`src/rtl/grid_move_sequencer.sv`:
```
// Command sequencer ahead of the 4x4-step grid walker. Move commands enter
// through a valid/ready FIFO and leave as single-cycle moves on direction/steps.
// A command is issued rep+1 times. steps is 0 whenever nothing is issued.
//
// state | meaning
// IDLE  | nothing issuing; pops the FIFO head when entries exist and hold is low
// ISSUE | a command is active; repeats it, chains the next one, or drains to IDLE
module grid_move_sequencer #(
    parameter int DEPTH = 4,
    parameter int REP_W = 3
) (
    input  logic                       clk,
    input  logic                       rst_n,
    input  logic                       in_valid,
    output logic                       in_ready,
    input  logic [1:0]                 in_dir,
    input  logic [1:0]                 in_steps,
    input  logic [REP_W-1:0]           in_rep,
    input  logic                       hold,
    output logic [1:0]                 direction,
    output logic [1:0]                 steps,
    output logic                       move_valid,
    output logic [$clog2(DEPTH):0]     level,
    output logic                       drain_done
);
    localparam int AW = $clog2(DEPTH);
    localparam int EW = 4 + REP_W;

    typedef enum logic {IDLE, ISSUE} state_t;

    logic [EW-1:0]    mem [DEPTH];
    logic [AW-1:0]    wr_ptr, rd_ptr;
    logic [AW:0]      count;
    logic             full, empty, push, pop;

    state_t           state, state_nx;
    logic [REP_W-1:0] remaining, rem_nx;
    logic [1:0]       cur_dir, cur_dir_nx, cur_steps, cur_steps_nx;
    logic [1:0]       dir_nx, steps_nx;
    logic             mv_nx, dd_nx;

    logic [1:0]       head_dir, head_steps;
    logic [REP_W-1:0] head_rep;

    assign full     = (count == (AW+1)'(DEPTH));
    assign empty    = (count == '0);
    assign in_ready = rst_n & ~full;
    assign push     = in_valid & in_ready;
    assign level    = count;
    assign {head_dir, head_steps, head_rep} = mem[rd_ptr];

    // FIFO pointers and occupancy; a full FIFO never accepts, even alongside a pop
    always_ff @(posedge clk) begin
        if (!rst_n) begin
            wr_ptr <= '0;
            rd_ptr <= '0;
            count  <= '0;
        end else begin
            if (push) wr_ptr <= wr_ptr + AW'(1);
            if (pop)  rd_ptr <= rd_ptr + AW'(1);
            case ({push, pop})
                2'b10:   count <= count + (AW+1)'(1);
                2'b01:   count <= count - (AW+1)'(1);
                default: count <= count;
            endcase
        end
    end

    // FIFO storage; contents need no reset since occupancy gates every read
    always_ff @(posedge clk) begin
        if (push) mem[wr_ptr] <= {in_dir, in_steps, in_rep};
    end

    // Next state and next registered outputs; a pop loads and issues in the same edge
    always_comb begin
        state_nx     = state;
        rem_nx       = remaining;
        cur_dir_nx   = cur_dir;
        cur_steps_nx = cur_steps;
        dir_nx       = direction;
        steps_nx     = 2'b00;
        mv_nx        = 1'b0;
        dd_nx        = 1'b0;
        pop          = 1'b0;

        case (state)
            IDLE: begin
                if (!hold && !empty) pop = 1'b1;
            end
            ISSUE: begin
                if (!hold) begin
                    if (remaining != '0) begin
                        rem_nx   = remaining - REP_W'(1);
                        dir_nx   = cur_dir;
                        steps_nx = cur_steps;
                        mv_nx    = 1'b1;
                    end else if (!empty) begin
                        pop = 1'b1;
                    end else begin
                        dd_nx    = 1'b1;
                        state_nx = IDLE;
                    end
                end
            end
            default: state_nx = IDLE;
        endcase

        if (pop) begin
            cur_dir_nx   = head_dir;
            cur_steps_nx = head_steps;
            rem_nx       = head_rep;
            dir_nx       = head_dir;
            steps_nx     = head_steps;
            mv_nx        = 1'b1;
            state_nx     = ISSUE;
        end
    end

    // State, active command and registered outputs; reset drops any partial command
    always_ff @(posedge clk) begin
        if (!rst_n) begin
            state      <= IDLE;
            remaining  <= '0;
            cur_dir    <= 2'b00;
            cur_steps  <= 2'b00;
            direction  <= 2'b00;
            steps      <= 2'b00;
            move_valid <= 1'b0;
            drain_done <= 1'b0;
        end else begin
            state      <= state_nx;
            remaining  <= rem_nx;
            cur_dir    <= cur_dir_nx;
            cur_steps  <= cur_steps_nx;
            direction  <= dir_nx;
            steps      <= steps_nx;
            move_valid <= mv_nx;
            drain_done <= dd_nx;
        end
    end

endmodule

```
`config.mk`:
```
export PLATFORM = sky130hd
export DESIGN_NAME = grid_move_sequencer
export DESIGN_NICKNAME = d
export VERILOG_FILES = /design/src/rtl/grid_move_sequencer.sv
export SDC_FILE = /design/constraint.sdc
export NUM_CORES = 1
export LEC_CHECK = 0
export ABC_AREA = 1
export CORE_MARGIN = 1
export CORE_UTILIZATION = 35
export DETAILED_ROUTE_END_ITERATION = 7
export GPL_TIMING_DRIVEN = 1
export REMOVE_ABC_BUFFERS = 1
export SYNTH_ARGS = -nofsm -noshare
export SYNTH_HDL_FRONTEND = slang
export SYNTH_SLANG_ARGS = --single-unit
```
`constraint.sdc`:
```
create_clock -name clk -period 4.3 [get_ports clk]
set_input_delay 0.645 -clock clk [delete_from_list [all_inputs] [get_ports clk]]
set_output_delay 0.645 -clock clk [all_outputs]
set_load 0.03 [all_outputs]
```
==> results.cfg, run 1 <==
[timing]
fin_ws_ps = 1410
final-max-slew-violation-count = 0
rsz0062_at_grt = false
clock_skew_ps = 7.72
worst_pin_slew_ps = 732
slew_headroom_pct = 51.0
min_period_over_period_pct = 67.2
hold_viol = 0
min_period_ps = 2890
clock.fmax_ghz = 0.346
setup_violations = 0
fin_setup_tns_ps = 0

[critical_path]
timing.rr.start = remaining[0]$_SDFFE_PN0P_
arrival_ps = 2240
crit_chain = clkdlybuf4s50_1 > buf_4 > inv_2 > a21oi_1 > clkdlybuf4s50_1
worstPathMaxFanout = 16
reg2reg_depth = 13
path_delay_family = buffers and inverters
crit_required_ps = 3650
critPathCaptureType = output port
worstSetupPathType = in2out
critPathLaunchType = input pin
slowest_stage = clkdlybuf4s50_1
path_buf_inv = 4
r2r-end = level[2]$_SDFFE_PN0P_
r2r_slack_ps = 2150
max_stage_delay_ps = 680
crit_top_cell = clkdlybuf4s50_1

[hold_path]
min_path_type = reg2reg
min_from = cur_steps[0]$_SDFFE_PN0P_
hold_depth = 2
whs_endpoint = cur_steps[0]$_SDFFE_PN0P_

[clock_tree]
worstSkewPairLatency_ps = 300
postCtsSetupBuffers = 0
ctsResizeCount = 0
cts_buffers = 5
clkTransAtPathRegs_ps = 90
tritoncts = yes
clockBufferDepth = 2
postCtsHoldBufs = 0
clock-sinks = 51
cts-root-buf = clkbuf_8
htree_num_levels = 2

[status]
outcome = finished, final reports clean

[synthesis]
synth_flop_cell = edfxtp_1
ys.warnings.count = 0
syn_inst = 235
synth_async_sr_flop_share_pct = 0
ys_seq_area_share_pct = 58.0
synthDistinctLibCells = 26
postSynthAreaPerCell_sq_um = 9.55
synth-edff-count = 28
netlist_area_sq_um = 2240
synth_seq_cells = 51

[drt]
drc_errors = 0
ant_nets = 0
drtIter0Drc = 110
routed_via_density = 4.44
first_pass_iters = 5
wl_per_cell_um = 11.5
totalWireLength_mm = 3.83
num_vias = 1484

[global_route]
grt_pass1_wl_mm = 6.55
grt_pass1_vias = 1427
grt_usage_pct = 13.5
antenna_found_initial = 0
grt_max_degree = 17
grt_overflow = 0

[pwr]
vdd_ir_drop_max_v = 0.000296
cellPowerDensity_nw_per_um2 = 567
power.switching_uw = 552
p_comb_share_pct = 37.6
seqPwrFrac_pct = 44.7
p_int_uw = 912
sw_frac_of_total_pct = 37.7
p_leak_uw = 0.00108
clockPowerShare_pct = 17.7

[floorplanning]
start_util_pct = 37.0
core_sq_um = 6060
fp.dieW_um = 82.1
dieArea_sq_um = 6730
die_height_um = 82.1
rows = 28
num_io_pins = 21

[finish]
area_growth_pct = 15.1
drive_above_1_share_pct = 8.49
antenna_cells = 0
num-nets-final = 277

[place]
post-place-ws_ps = 1400
io_buffer_count = 20
place.gp.congestion = 0.753
dp_hpwl_mm = 2.67

[run]
drv_cap = 0
## placed cells by master, fill, tap and decap left out, types with 7 or more instances in the layout
cell	instances
nand2_1	46
inv_1	35
edfxtp_1	28
nor2_1	26
dfxtp_1	23
clkdlybuf4s50_1	20
nand3_1	14
a21oi_1	13
o21ai_0	12
ha_1	7
## worst reg2reg max path, stage by stage (launching register included)
cell and delay (ps):
dfxtp_1 300, inv_1 110, ha_1 210, nand2_2 80, nand2_2 90, inv_1 100, nor2_8 170, ha_1 160
inv_1 60, fa_1 370, a21oi_1 140, o21ai_0 110, nor2_1 100, nor2_1 50
## stage by stage
step           total power [uW]  cells  hold slack [ps]  area [sq um]  utilization [%]
2_1_floorplan              1060    230              444          2200                -
3_3_place_gp               1220    326              455          2500             41.3
3_5_place_dp               1220    326              457          2500             41.3
4_1_cts                    1480    334              474          2580             42.6
5_1_grt                    1590    334              502          2580             42.6
6_report                   1460    334              473          2580             42.6
## power groups by stage
| stage | Sequential [uW] | Combinational [uW] | Clock, uW |
|---|---|---|---|
| floorplan | 709 | 348 | 0 |
| global placement | 667 | 550 | 0 |
| detailed placement | 667 | 552 | 0 |
| CTS | 655 | 558 | 270 |
| global route | 668 | 632 | 292 |
| finish | 655 | 550 | 259 |
## worst max path at each step
stage | cells after the start | slack [ps] | start | to
floorplan | 11 | 2270 | level[2]$_SDFFE_PN0P_ | level[2]$_SDFFE_PN0P_
global route | 5 | 1330 | rst_n | in_ready
detailed placement | 5 | 1400 | rst_n | in_ready
finish | 5 | 1410 | rst_n | in_ready
global placement | 5 | 1420 | rst_n | in_ready
CTS | 5 | 1400 | rst_n | in_ready
## cells in the mapped netlist (2+ instances only)
library cell,n,area share (%)
dfxtp_1,23,21
inv_1,35,5.9
a21oi_1,13,2.9
nand2_2,2,0.56
o21ai_1,5,1.1
nand2_4,2,1.0
nand3_2,2,0.89
buf_6,3,1.5
ha_1,7,3.9
inv_2,4,0.67
nand3_1,14,3.1
buf_2,2,0.45
nand2_1,46,7.7
nor2_1,26,4.4
edfxtp_1,28,37
o21ai_0,12,2.7
nand3b_1,2,0.67
## logic make-up (layout without fill, tap and decap cells)
| group | after synthesis | in the layout | share of synthesized area [%] |
|---|---|---|---|
| compound gates | 31 | 31 | 7.08 |
| fa+ha+maj | 8 | 8 | 4.80 |
| flops | 51 | 51 | 58.0 |
| xor+xnor | 1 | 1 | 0.390 |
| buf+inv | 44 | 68 | 8.48 |
| simple gates | 100 | 100 | 21.2 |
## per-layer routing
layer	track usage, %	share of wire (%)	wire length, um
met5	0	0	0
met4	5.79	1.3	49
met3	3.89	3.1	118
met2	21.9	49	1870
met1	16.7	47	1790
## state kept, by name, summed over array words and instances, names as in the netlist, named ones only
register / flops
cur_dir: 2
cur_steps: 2
direction: 2
drain_done: 1
level: 3
mem: 28
move_valid: 1
rd_ptr: 2
remaining: 3
state: 1
steps: 2
wr_ptr: 2
## cell type report
cell class,count,area (sq um)
Fill cell,583,3480
Sequential cell,51,1300
Multi-Input combinational cell,140,752
Timing Repair Buffer,21,208
Inverter,39,146
Tap cell,75,93.8
Clock buffer,7,76.3
Clock inverter,1,5.00
Power figures use the tool's default switching activity.
==> run 2: changes to the inputs <==
==> constraint.sdc (replaced) <==
create_clock -name clk -period 3 [get_ports clk]
set_input_delay 0.45 -clock clk [delete_from_list [all_inputs] [get_ports clk]]
set_output_delay 0.45 -clock clk [all_outputs]
set_load 0.03 [all_outputs]
==> results.cfg, run 2 (synthesis results as in run 1) <==
[critical_path]
critPathLaunchType = input pin
r2r-end = level[2]$_SDFFE_PN0P_
endpoint = in_ready
critPathCaptureType = output port
reg2reg_depth = 14
arrival_ps = 2110
crit_required_ps = 2550
worstPathMaxFanout = 9
crit_top_cell = clkdlybuf4s50_1
max_stage_delay_ps = 680
timing.rr.start = remaining[0]$_SDFFE_PN0P_
slowest_stage = clkdlybuf4s50_1
cp-startpoint = rst_n
crit_chain = clkdlybuf4s50_1 > inv_2 > a21oi_1 > clkdlybuf4s50_1
worstSetupPathType = in2out
r2r_slack_ps = 820

[clock_tree]
ctsResizeCount = 0
htree_num_levels = 2
worstSkewPairLatency_ps = 310
clkTransAtPathRegs_ps = 90
tritoncts = yes
cts-root-buf = clkbuf_8
clockBufferDepth = 2
cts_buffers = 5
postCtsSetupBuffers = 0
postCtsHoldBufs = 0
clock-sinks = 51

[pwr]
cellPowerDensity_nw_per_um2 = 817
vdd_ir_drop_max_v = 0.000574
p_leak_uw = 0.00111

[drt]
num_vias = 1512
first_pass_iters = 5
drc_errors = 0
routed_via_density = 4.47
totalWireLength_mm = 3.98
ant_nets = 0
drtIter0Drc = 96
wl_per_cell_um = 11.8

[global_route]
grt_pass1_wl_mm = 6.54
grt_usage_pct = 13.7
antenna_found_initial = 0
grt_pass1_vias = 1349
grt_overflow = 0
grt_max_degree = 19

[floorplanning]
start_util_pct = 37.0
core_sq_um = 6060
die_height_um = 82.1
rows = 28
fp.dieW_um = 82.1
num_io_pins = 21
dieArea_sq_um = 6730

[finish]
largest_register_ffs = 28
final_cell_mix = nand2_1 (46), inv_1 (35), edfxtp_1 (28)
regMostFlops = mem
area_growth_pct = 17.1
regArea_sq_um = 1300
num-nets-final = 281
fillers = 601
drive_above_1_share_pct = 10.6
multi_input_area_sq_um = 752
mostFrequentLayoutCell = nand2_1
antenna_cells = 0

[hold_path]
hold_depth = 2
min_path_type = reg2reg

[place]
dp_hpwl_mm = 2.81
place.gp.congestion = 0.731
io_buffer_count = 20

[run]
drv_cap = 0

[status]
outcome = finished, final reports clean

[timing]
fin_setup_tns_ps = 0
setup_violations = 0
rsz0062_at_grt = false
min_period_over_period_pct = 85.4
min_period_ps = 2560
slew_headroom_pct = 62.8
worst_pin_slew_ps = 557
clock_skew_ps = 4.52
hold_viol = 0
clock.fmax_ghz = 0.390
final-max-slew-violation-count = 0
hold_ws_ps = 476
## run 2: area by class of cell
cell class	instances	share of cell area [%]
clock buffer	5	2.62
clock inverter	3	1.00
inverter	39	5.57
multi-input combinational	140	28.6
sequential	51	49.5
tap	75	3.57
timing repair buffer	25	9.05
## run 2: critical path, delay by kind of cell
kind                   cells  cell delay (ps)
buffers and inverters      3             1510
AO/OA/AOI/OAI              1              150
## run 2: power breakdown
part / internal [uW] / total (uW) / switching, uW
clock network: 172 / 407 / 236
registers: 848 / 941 / 93.4
logic: 298 / 797 / 500
total: 1320 / 2150 / 829
## run 2: worst min-delay path by stage
stage                              startpoint                        end  slack [ps]
global placement    cur_steps[0]$_SDFFE_PN0P_  cur_steps[0]$_SDFFE_PN0P_         450
CTS                 cur_steps[0]$_SDFFE_PN0P_  cur_steps[0]$_SDFFE_PN0P_         480
floorplan           cur_steps[0]$_SDFFE_PN0P_        steps[0]$_SDFF_PN0_         440
global route        cur_steps[0]$_SDFFE_PN0P_  cur_steps[0]$_SDFFE_PN0P_         500
finish              cur_steps[0]$_SDFFE_PN0P_  cur_steps[0]$_SDFFE_PN0P_         480
detailed placement  cur_steps[0]$_SDFFE_PN0P_        steps[0]$_SDFF_PN0_         470
## run 2: layer usage
| metal | up-vias | GRT usage [%] | wire length [um] |
|---|---|---|---|
| li1 | 806 | - | - |
| met1 | 682 | 18.2 | 1920 |
| met2 | 18 | 20.8 | 1850 |
| met3 | 6 | 3.33 | 124 |
| met4 | 0 | 6.84 | 84 |
| met5 | - | 0 | 0 |
## run 2: stage by stage
step / power [uW] / utilization, % / instance area, sq um / setup slack (ps) / std cells
after global placement: 1750 / 41.8 / 2530 / 436 / 330
after global routing: 2300 / 43.3 / 2630 / 367 / 338
final: 2150 / 43.3 / 2630 / 439 / 338
after CTS: 2170 / 43.3 / 2630 / 423 / 338
after floorplan: 1510 / - / 2200 / 966 / 230
after detailed placement: 1760 / 41.8 / 2530 / 429 / 330
==> run 3: changes to the inputs <==
--- a/config.mk
+++ b/config.mk
@@ -7,9 +7,10 @@
 export LEC_CHECK = 0
 export ABC_AREA = 1
 export CORE_MARGIN = 1
-export CORE_UTILIZATION = 35
+export CORE_UTILIZATION = 54
 export DETAILED_ROUTE_END_ITERATION = 7
 export GPL_TIMING_DRIVEN = 1
+export PLACE_DENSITY = 0.76
 export REMOVE_ABC_BUFFERS = 1
 export SYNTH_ARGS = -nofsm -noshare
 export SYNTH_HDL_FRONTEND = slang
==> results.cfg, run 3 (synthesis results as in run 1) <==
[timing]
rsz0062_at_grt = false
worst_pin_slew_ps = 525
hold_ws_ps = 473
min_period_over_period_pct = 82.2
min_period_ps = 2470
slew_headroom_pct = 65.0
clock.fmax_ghz = 0.405
hold_viol = 0
clock_skew_ps = 6.48
final-max-slew-violation-count = 0
fin_setup_tns_ps = 0
setup_violations = 0

[floorplanning]
die_height_um = 66.5
num_io_pins = 21
dieArea_sq_um = 4420
start_util_pct = 56.1
fp.dieW_um = 66.5
core_sq_um = 4000
rows = 23

[finish]
mostFrequentLayoutCell = nand2_1
area_growth_pct = 15.9
drive_above_1_share_pct = 11.0
final_cells = 314
regMostFlops = mem
final_cell_mix = nand2_1 (46), inv_1 (35), edfxtp_1 (28)
num-nets-final = 282
antenna_cells = 0
final_area_sq_um = 2600
largest_register_ffs = 28

[global_route]
grt_pass1_vias = 1427
antenna_found_initial = 0
grt_max_degree = 18
grt_overflow = 0
grt_usage_pct = 19.7
grt_pass1_wl_mm = 6.27

[pwr]
cellPowerDensity_nw_per_um2 = 821
vdd_ir_drop_max_v = 0.000415
p_leak_uw = 0.00110

[drt]
num_vias = 1523
ant_nets = 0
drtIter0Drc = 74
routed_via_density = 4.85
first_pass_iters = 4
drc_errors = 0
totalWireLength_mm = 3.72
wl_per_cell_um = 11.9

[critical_path]
r2r_slack_ps = 810
endpoint = in_ready
arrival_ps = 2020
critPathCaptureType = output port
cp.depth = 4
cp-startpoint = rst_n
crit_required_ps = 2550
r2r-end = level[2]$_SDFFE_PN0P_
timing.rr.start = remaining[0]$_SDFFE_PN0P_
critPathLaunchType = input pin
worstSetupPathType = in2out
crit_chain = clkdlybuf4s50_1 > inv_2 > a21oi_1 > clkdlybuf4s50_1
path_delay_family = buffers and inverters
worstPathMaxFanout = 9
crit_top_cell = clkdlybuf4s50_1
max_stage_delay_ps = 680
reg2reg_depth = 14
path_buf_inv = 3
slowest_stage = clkdlybuf4s50_1

[clock_tree]
htree_num_levels = 2
clkTransAtPathRegs_ps = 100
cts-root-buf = clkbuf_8
clockBufferDepth = 2
cts_buffers = 5
tritoncts = yes
ctsResizeCount = 0
clock-sinks = 51
postCtsHoldBufs = 0
postCtsSetupBuffers = 0
worstSkewPairLatency_ps = 310

[place]
dp_hpwl_mm = 2.64
placed_cells = 306
place_area_sq_um = 2510
place.gp.congestion = 0.800
io_buffer_count = 20

[run]
drv_cap = 0

[status]
outcome = finished, final reports clean

[hold_path]
min_path_type = reg2reg
## run 3: area by class of cell
type | instances | area [sq um]
clock inverters | 3 | 23.8
multi-input cells | 140 | 752
fillers | 350 | 1400
clock buffers | 5 | 68.8
inverters | 39 | 146
flip-flops and latches | 51 | 1300
repair buffers | 26 | 245
well taps | 50 | 62.6
## run 3: power breakdown
group	switching, uW	total (uW)	internal [uW]
Clock	238	405	167
Sequential	90.8	939	848
Combinational	494	791	297
Total	822	2140	1310
## run 3: worst reg2reg max path: stages (launching register included)
cell and delay, ps:
dfxtp_1 310, inv_1 110, ha_1 220, nand2_2 90, nand2_2 80, inv_1 90, nor2_8 160, ha_1 160
inv_1 60, fa_1 370, a21oi_1 140, o21ai_0 120, nand2_1 80, nand2_1 40, nor2_1 80
## run 3: how the worst min path moves through the flow
stage / start / to / slack [ps] / depth (start not counted)
floorplan: cur_steps[0]$_SDFFE_PN0P_ / steps[0]$_SDFF_PN0_ / 440 / 2
global placement: cur_steps[0]$_SDFFE_PN0P_ / cur_steps[0]$_SDFFE_PN0P_ / 450 / 2
detailed placement: cur_steps[0]$_SDFFE_PN0P_ / cur_steps[0]$_SDFFE_PN0P_ / 460 / 2
CTS: cur_steps[0]$_SDFFE_PN0P_ / cur_steps[0]$_SDFFE_PN0P_ / 470 / 2
global route: remaining[1]$_SDFFE_PN0P_ / remaining[1]$_SDFFE_PN0P_ / 510 / 2
finish: cur_steps[0]$_SDFFE_PN0P_ / cur_steps[0]$_SDFFE_PN0P_ / 470 / 2
## run 3: per-layer routing
metal / wire, um / global-route usage (%) / vias to the layer above
li1: - / - / 809
met1: 1830 / 26.1 / 682
met2: 1700 / 31.3 / 26
met3: 125 / 4.62 / 6
met4: 64 / 7.18 / 0
met5: 0 / 0 / -
## run 3: stage by stage
| step | utilization [%] | power (uW) | worst slack, ps |
|---|---|---|---|
| after global routing | 65.0 | 2290 | 462 |
| after detailed placement | 62.7 | 1750 | 519 |
| after global placement | 62.7 | 1740 | 543 |
| final | 65.0 | 2140 | 533 |
| after CTS | 65.0 | 2150 | 530 |
| after floorplan | - | 1510 | 966 |
